$ cat src/rtl/ps2_pkg.sv
// ps2_pkg: shared PS/2 scancode constants and key-event field offsets
package ps2_pkg;
  localparam logic [7:0] PS2_EXT        = 8'hE0;
  localparam logic [7:0] PS2_BRK        = 8'hF0;
  localparam int         PS2_FRAME_BITS = 11;
  localparam int         EV_EXT         = 9;
  localparam int         EV_BRK         = 8;
endpackage

$ cat src/rtl/ps2_event_fifo.sv
// ps2_event_fifo: first-word-fall-through FIFO; a pop frees a slot for a push in the same cycle
module ps2_event_fifo #(
  parameter  int WIDTH = 8,
  parameter  int DEPTH = 8,
  localparam int AW    = $clog2(DEPTH)
) (
  input  logic             clk,
  input  logic             rst_n,
  input  logic             push,
  input  logic [WIDTH-1:0] wdata,
  input  logic             pop,
  output logic [WIDTH-1:0] rdata,
  output logic             full,
  output logic             empty,
  output logic [AW:0]      level
);
  logic [WIDTH-1:0] mem_q [DEPTH];
  logic [AW-1:0]    wr_q, wr_d, rd_q, rd_d;
  logic [AW:0]      lvl_q, lvl_d;
  logic             do_push, do_pop;
  // pointer and level bookkeeping; pointers wrap naturally because DEPTH is a power of two
  always_comb begin
    empty   = lvl_q == '0;
    full    = lvl_q == (AW+1)'(DEPTH);
    do_pop  = pop & ~empty;
    do_push = push & (~full | do_pop);
    wr_d    = do_push ? wr_q + AW'(1) : wr_q;
    rd_d    = do_pop ? rd_q + AW'(1) : rd_q;
    lvl_d   = lvl_q + (AW+1)'(do_push) - (AW+1)'(do_pop);
    rdata   = mem_q[rd_q];
    level   = lvl_q;
  end
  // storage needs no reset: an empty FIFO never presents its contents as valid
  always_ff @(posedge clk)
    if (do_push) mem_q[wr_q] <= wdata;
  // control state
  always_ff @(posedge clk or negedge rst_n)
    if (!rst_n) begin
      wr_q  <= '0;
      rd_q  <= '0;
      lvl_q <= '0;
    end else begin
      wr_q  <= wr_d;
      rd_q  <= rd_d;
      lvl_q <= lvl_d;
    end
endmodule

$ cat src/rtl/ps2_keyboard_ctrl.sv
// ps2_keyboard_ctrl: PS/2 device-to-host receiver queuing raw scancodes or decoded key events
module ps2_keyboard_ctrl import ps2_pkg::*; #(
  parameter  int DEPTH       = 8,
  parameter  int SYNC_STAGES = 2,
  parameter  int FILTER_LEN  = 4,
  parameter  int TIMEOUT     = 50000,
  parameter  int RAW_MODE    = 0,
  localparam int OUT_W       = (RAW_MODE != 0) ? 8 : 10,
  localparam int LW          = $clog2(DEPTH) + 1
) (
  input  logic             clk,
  input  logic             rst_n,
  input  logic             ps2_clk,
  input  logic             ps2_data,
  input  logic             clear,
  output logic             out_valid,
  input  logic             out_ready,
  output logic [OUT_W-1:0] out_data,
  output logic [LW-1:0]    fifo_level,
  output logic             overflow,
  output logic             parity_err,
  output logic             frame_err,
  output logic             timeout_err
);
  localparam int FW = $clog2(FILTER_LEN + 1);
  localparam int WW = $clog2(TIMEOUT + 1);
  localparam logic [1:0] ST_IDLE  = 2'd0;
  localparam logic [1:0] ST_SHIFT = 2'd1;
  localparam logic [1:0] ST_EVAL  = 2'd2;
  logic [SYNC_STAGES-1:0] clk_sync_q, clk_sync_d, data_sync_q, data_sync_d;
  logic                   filt_q, filt_d;
  logic [FW-1:0]          flt_cnt_q, flt_cnt_d;
  logic [3:0]             bit_cnt_q, bit_cnt_d;
  logic [9:0]             shift_q, shift_d;
  logic [WW-1:0]          wd_q, wd_d;
  logic                   ext_q, ext_d, brk_q, brk_d;
  logic                   ovf_q, ovf_d, par_q, par_d, frm_q, frm_d, to_q, to_d;
  logic                   sclk, sdata, flt_hit, fall, tmo, good, pfx, push, full, empty, pop_ok, drop;
  logic [1:0]             state;
  logic [10:0]            frame;
  logic [7:0]             code;
  logic [9:0]             ev;
  logic [OUT_W-1:0]       wdata;
  // synchronise both pins and debounce the clock; a fall is the cycle the filtered clock drops
  always_comb begin
    clk_sync_d  = {clk_sync_q[SYNC_STAGES-2:0], ps2_clk};
    data_sync_d = {data_sync_q[SYNC_STAGES-2:0], ps2_data};
    sclk        = clk_sync_q[SYNC_STAGES-1];
    sdata       = data_sync_q[SYNC_STAGES-1];
    flt_hit     = (sclk != filt_q) && (flt_cnt_q == FW'(FILTER_LEN - 1));
    flt_cnt_d   = (sclk == filt_q || flt_hit) ? '0 : flt_cnt_q + FW'(1);
    filt_d      = flt_hit ? sclk : filt_q;
    fall        = flt_hit & ~sclk;
  end
  // frame FSM, watchdog and prefix decoder; the 11th bit is judged in the cycle it arrives
  always_comb begin
    frame     = {sdata, shift_q};
    code      = frame[8:1];
    state     = (fall && bit_cnt_q == 4'(PS2_FRAME_BITS - 1)) ? ST_EVAL : (bit_cnt_q == '0) ? ST_IDLE : ST_SHIFT;
    tmo       = (state == ST_SHIFT) && !fall && (wd_q == WW'(TIMEOUT - 1));
    good      = (state == ST_EVAL) && !frame[0] && frame[10] && ^frame[9:1];
    pfx       = (code == PS2_EXT) || (code == PS2_BRK);
    push      = good && (RAW_MODE != 0 || !pfx);
    bit_cnt_d = (state == ST_EVAL || tmo) ? '0 : fall ? bit_cnt_q + 4'd1 : bit_cnt_q;
    shift_d   = fall ? {sdata, shift_q[9:1]} : shift_q;
    wd_d      = (state != ST_SHIFT || fall || tmo) ? '0 : wd_q + WW'(1);
    ext_d     = (tmo || (state == ST_EVAL && !(good && pfx))) ? 1'b0 : (good && code == PS2_EXT) ? 1'b1 : ext_q;
    brk_d     = (tmo || (state == ST_EVAL && !(good && pfx))) ? 1'b0 : (good && code == PS2_BRK) ? 1'b1 : brk_q;
    ev         = '0;
    ev[EV_EXT] = ext_q;
    ev[EV_BRK] = brk_q;
    ev[7:0]    = code;
    wdata      = OUT_W'(ev);
  end
  // sticky status: a new event wins over a clear arriving in the same cycle
  always_comb begin
    pop_ok = out_ready & ~empty;
    drop   = push & full & ~pop_ok;
    ovf_d  = drop | (ovf_q & ~clear);
    par_d  = (state == ST_EVAL && !(^frame[9:1])) | (par_q & ~clear);
    frm_d  = (state == ST_EVAL && (frame[0] || !frame[10])) | (frm_q & ~clear);
    to_d   = tmo | (to_q & ~clear);
  end
  // all receiver state; synchronisers and filter reset to the idle-high line level
  always_ff @(posedge clk or negedge rst_n)
    if (!rst_n) begin
      clk_sync_q  <= '1;
      data_sync_q <= '1;
      filt_q      <= 1'b1;
      flt_cnt_q   <= '0;
      bit_cnt_q   <= '0;
      shift_q     <= '0;
      wd_q        <= '0;
      ext_q       <= 1'b0;
      brk_q       <= 1'b0;
      ovf_q       <= 1'b0;
      par_q       <= 1'b0;
      frm_q       <= 1'b0;
      to_q        <= 1'b0;
    end else begin
      clk_sync_q  <= clk_sync_d;
      data_sync_q <= data_sync_d;
      filt_q      <= filt_d;
      flt_cnt_q   <= flt_cnt_d;
      bit_cnt_q   <= bit_cnt_d;
      shift_q     <= shift_d;
      wd_q        <= wd_d;
      ext_q       <= ext_d;
      brk_q       <= brk_d;
      ovf_q       <= ovf_d;
      par_q       <= par_d;
      frm_q       <= frm_d;
      to_q        <= to_d;
    end
  ps2_event_fifo #(.WIDTH(OUT_W), .DEPTH(DEPTH)) u_fifo (
    .clk   (clk),
    .rst_n (rst_n),
    .push  (push),
    .wdata (wdata),
    .pop   (out_ready),
    .rdata (out_data),
    .full  (full),
    .empty (empty),
    .level (fifo_level)
  );
  assign out_valid   = ~empty;
  assign overflow    = ovf_q;
  assign parity_err  = par_q;
  assign frame_err   = frm_q;
  assign timeout_err = to_q;
endmodule
$ cat config.mk
export PLATFORM = sky130hd
export DESIGN_NAME = ps2_keyboard_ctrl
export DESIGN_NICKNAME = d
export VERILOG_FILES = /design/src/rtl/ps2_pkg.sv /design/src/rtl/ps2_event_fifo.sv /design/src/rtl/ps2_keyboard_ctrl.sv
export SDC_FILE = /design/constraint.sdc
export NUM_CORES = 1
export LEC_CHECK = 0
export ABC_AREA = 1
export CORE_ASPECT_RATIO = 0.6
export CORE_UTILIZATION = 35
export CTS_CLUSTER_DIAMETER = 80
export CTS_CLUSTER_SIZE = 14
export DETAILED_ROUTE_END_ITERATION = 7
export GPL_ROUTABILITY_DRIVEN = 1
export GPL_TIMING_DRIVEN = 0
export PLACE_DENSITY = 0.55
export SLEW_MARGIN = 40
export SYNTH_ARGS = -nofsm -noshare
export SYNTH_HDL_FRONTEND = slang
export SYNTH_SLANG_ARGS = --single-unit
$ cat constraint.sdc
create_clock -name clk -period 4.87 [get_ports clk]
set_input_delay 0.974 -clock clk [delete_from_list [all_inputs] [get_ports clk]]
set_output_delay 0.974 -clock clk [all_outputs]
set_load 0.05 [all_outputs]
==> results.txt <==
The run finished with clean final reports. The final standard cell count with taps included and fillers excluded is 845. The first TritonRoute pass finished after 4 iterations. After detailed routing, the number of remaining DRC violations is 0. The source-to-sink clock delay at the later pin of the worst-skew pair came out at 0.41 ns.

The xor and xnor fraction of the mapped netlist area came out at 2.08%. The adder and majority cell fraction of the synthesized area is 4.37%. Once layout is done, the placed cells without fillers occupy 0.00712 sq mm. The max capacitance violation total came out at 0. The sum of overflow across all layers after global routing is 0. The floorplan step defined a die boundary enclosing 0.0174 sq mm. For this design the ratio of total power to cell area is 582 mW/mm^2. Across all layers, the routed design uses 4,061 vias. In this run the standard cell core region covers 0.0164 sq mm. The floorplan row count is 36.

In the layout the commonest cells are sky130_fd_sc_hd__nand2_1, sky130_fd_sc_hd__nor2_1, sky130_fd_sc_hd__edfxtp_1. The die outline width is 170 microns. In this run the worst hold path is classified as register to register. The multiplexer area fraction after synthesis came out at 0%.

The cell type with the highest occurrence count on the critical path is sky130_fd_sc_hd__nand2_1. The clock tree root driver cell is sky130_fd_sc_hd__clkbuf_16. Counting the buffers created by CTS gives 17. The count of buffer and inverter cells on the critical path is 3. The number of antenna violations at the first check in global routing came to 0.

After legalization and detailed placement, the total HPWL measured 9140 microns. Data on the critical path arrives at its endpoint at 2.92 ns. The total number of yosys warnings is 0.

The register cell area after layout came out at 0.00376 sq mm. The clock sink count is 134. Once the floorplan was initialized, standard cells occupied 36.0% of the core. The die height is 103 microns. The final layout contains routed wiring with a total length of 13,000 microns. Fill cells in the final layout number 1,502. The final RePlAce weighted congestion is 0.839.

The average via count per standard cell is 4.81. The number of primary I/O pins is 25. The multi-input combinational cells in the finished layout cover a total of 0.00189 sq mm. The count of inserted antenna diode cells came out at 0. The maximum fanout along the worst path is 10. The count of routing violations after the opening detailed-route iteration came out at 195. The unique cell type count in the Yosys netlist came out at 31. The fraction of the mapped netlist area in simple logic gates came out at 17.9%.

TritonCTS built the clock tree. Walking the worst path, the cells encountered are inv_1 -> clkbuf_1 -> nor2_1 -> o32ai_1 -> nand2_1 -> nand2_1 -> clkdlybuf4s50_1. The number of nets still failing antenna checks after routing is 0. Relative to the synthesized area, the layout overhead comes to 20.7%. Adding up every negative setup slack in the final design gives 0 ns. Clock-pin slew was measured on the worst setup and hold paths at 0.06 ns. The post-placement cell count came out at 813.

The number of global-route vias before repair came to 3,977. Cells fill 43.5% of the core in the end. By startpoint and endpoint, the worst setup path is classified as register to primary output. The cell family contributing the most delay on the critical path is buffers and inverters. The number of H-tree levels came out at 4. The post-detailed-placement cell area is 0.00652 sq mm.

Ranked by total cell area, the synthesized netlist is headed by sky130_fd_sc_hd__edfxtp_1, sky130_fd_sc_hd__dfrtp_1, sky130_fd_sc_hd__nand2_1. For the worst setup path, the data required time is 3.90 ns. The cell area that synthesis handed to floorplanning was 0.00589 sq mm. The highest ir drop seen on vdd came out at 0.272 mV. The post-CTS resize count came out at 0.

The post-route minimum period is 3.90 ns. STA classifies the critical path startpoint as a register. The setup slack after layout is 0.971 ns.

In this run the static leakage power is 2.86 nW. The maximum number of pins on one net before global-route repair came out at 39. When the netlist entered floorplanning its net count stood at 579. The worst slack on hold paths is 0.355 ns. The post-synthesis cell type with the largest combined area is sky130_fd_sc_hd__edfxtp_1. After synthesis, the largest family of logic cells by area is simple AND/OR/NAND/NOR gates. OpenSTA, run right after detailed placement, puts the worst setup slack at 1.43 ns. A synthesized cell averages 10.7 sq um. The final hold violation count came to 0. The max-slew violation count came to 0. Counting along the longest clock path gives a buffer depth of 2. STA classifies the critical path endpoint as a primary output. The area share of the largest cell type after synthesis is 40.8%. Dividing the detail-routed wire length by the instance count gives 15.4 microns. The share of post-route cells with drive strength above 1 is 9.24%. The quantity of hold-fixing buffers added after cts is 0. Across every metal layer, demand over resource in global routing totals 16.3%. The post-route clock skew came out at 0.0129 ns. The worst reg-to-reg setup slack is 1.95 ns. For this design, the slowest cell found on the critical path is sky130_fd_sc_hd__clkdlybuf4s50_1. Setup repair after global routing left no endpoint under its margin. The quantity of I/O buffers inserted on ports is 24. The post-route clock period utilization is 80.1%.

Derived from the worst setup path, the maximum achievable clock frequency is 257 MHz. The number of synthesized register bits came out at 134. Overall power consumption after layout is estimated at 4.14 mW. Leaving out fill and tap cells, the most frequent cell in the layout is sky130_fd_sc_hd__nand2_1. The longest individual stage delay on the worst path is 0.82 ns. The normalized max-slew margin came out at 55.9%. The share of the Yosys chip area taken by registers is 63.8%.

Summing the areas of all compound-gate instances in the mapped netlist gives 6.98% of the synthesized area. The final layout contains 630 nets. The gate count of the mapped netlist is 553.

The number of setup violations in the final report is 0. Buffers added to address setup during post-CTS repair amount to 0. The slew at the pin with the worst max-slew slack came out at 0.661 ns. The first-pass GRT wire length is 21,200 microns.
[synth_stat cells, drive strengths merged]
library cell  instances
inv                  56
nor2                 94
or2                   2
fa                    1
dfstp                 5
xor2                  9
clkbuf               14
xnor2                 5
nor3                 14
nand4                 7
o21ai                32
nor2b                 1
ha                   19
o21bai                3
o32ai                20
nand2                98
buf                   4
edfxtp               80
and3                  1
o22ai                 3
dfrtp                49
nand3                24
nor3b                 3
a21oi                 7
nor4                  2
[state kept, by name, indices dropped and copies added (netlist names), 2 cells and up]
signal        flops
flt_cnt_q         3
shift_q          10
u_fifo.wr_q       3
wd_q             16
u_fifo.rd_q       3
bit_cnt_q         4
clk_sync_q        2
u_fifo.level      4
data_sync_q       2
u_fifo.mem_q     80
[layer usage]
| layer | up-vias | part of all wire (%) | track usage (%) |
|---|---|---|---|
| met1 | 1981 | 53 | 24.3 |
| met5 | - | 0 | 0 |
| li1 | 1986 | - | - |
| met2 | 78 | 43 | 23.8 |
| met4 | 0 | 1.2 | 6.03 |
| met3 | 16 | 3.4 | 3.03 |
[power breakdown]
group / internal (mW) / switching, mW / leakage [nW]
clock network: 0.803 / 0.480 / 0.276
logic: 0.464 / 0.987 / 1.11
registers: 1.31 / 0.0988 / 1.48
total: 2.58 / 1.57 / 2.86
[area by class of cell]
type	instances	share of cell area, %
clock inverter	13	2.18
clock buffer	19	6.08
timing repair buffer	32	4.25
multi-input combinational	345	26.6
tap	228	4.01
inverter	56	2.95
buffer	18	1.07
sequential	134	52.8
[path summary, 6_finish.rpt]
kind	startpoint	to	depth (start not counted)
max	u_fifo.rd_q[0]$_DFFE_PN0P_	out_data[4]	7
min	clk_sync_q[0]$_DFF_PN1_	clk_sync_q[1]$_DFF_PN1_	0
max reg2reg	shift_q[3]$_DFFE_PN0P_	u_fifo.mem_q[3][5]$_DFFE_PP_	13
min reg2reg	clk_sync_q[0]$_DFF_PN1_	clk_sync_q[1]$_DFF_PN1_	0
max in group asynchronous	rst_n	u_fifo.level[1]$_DFF_PN0_	2
min in group asynchronous	rst_n	shift_q[0]$_DFFE_PN0P_	1
[kinds of logic after synthesis]
logic type	count (synthesis)
simple gates	246
flops	134
buf+inv	74
compound gates	65
fa+ha+maj	20
xor+xnor	14
Power figures use the tool's default switching activity.
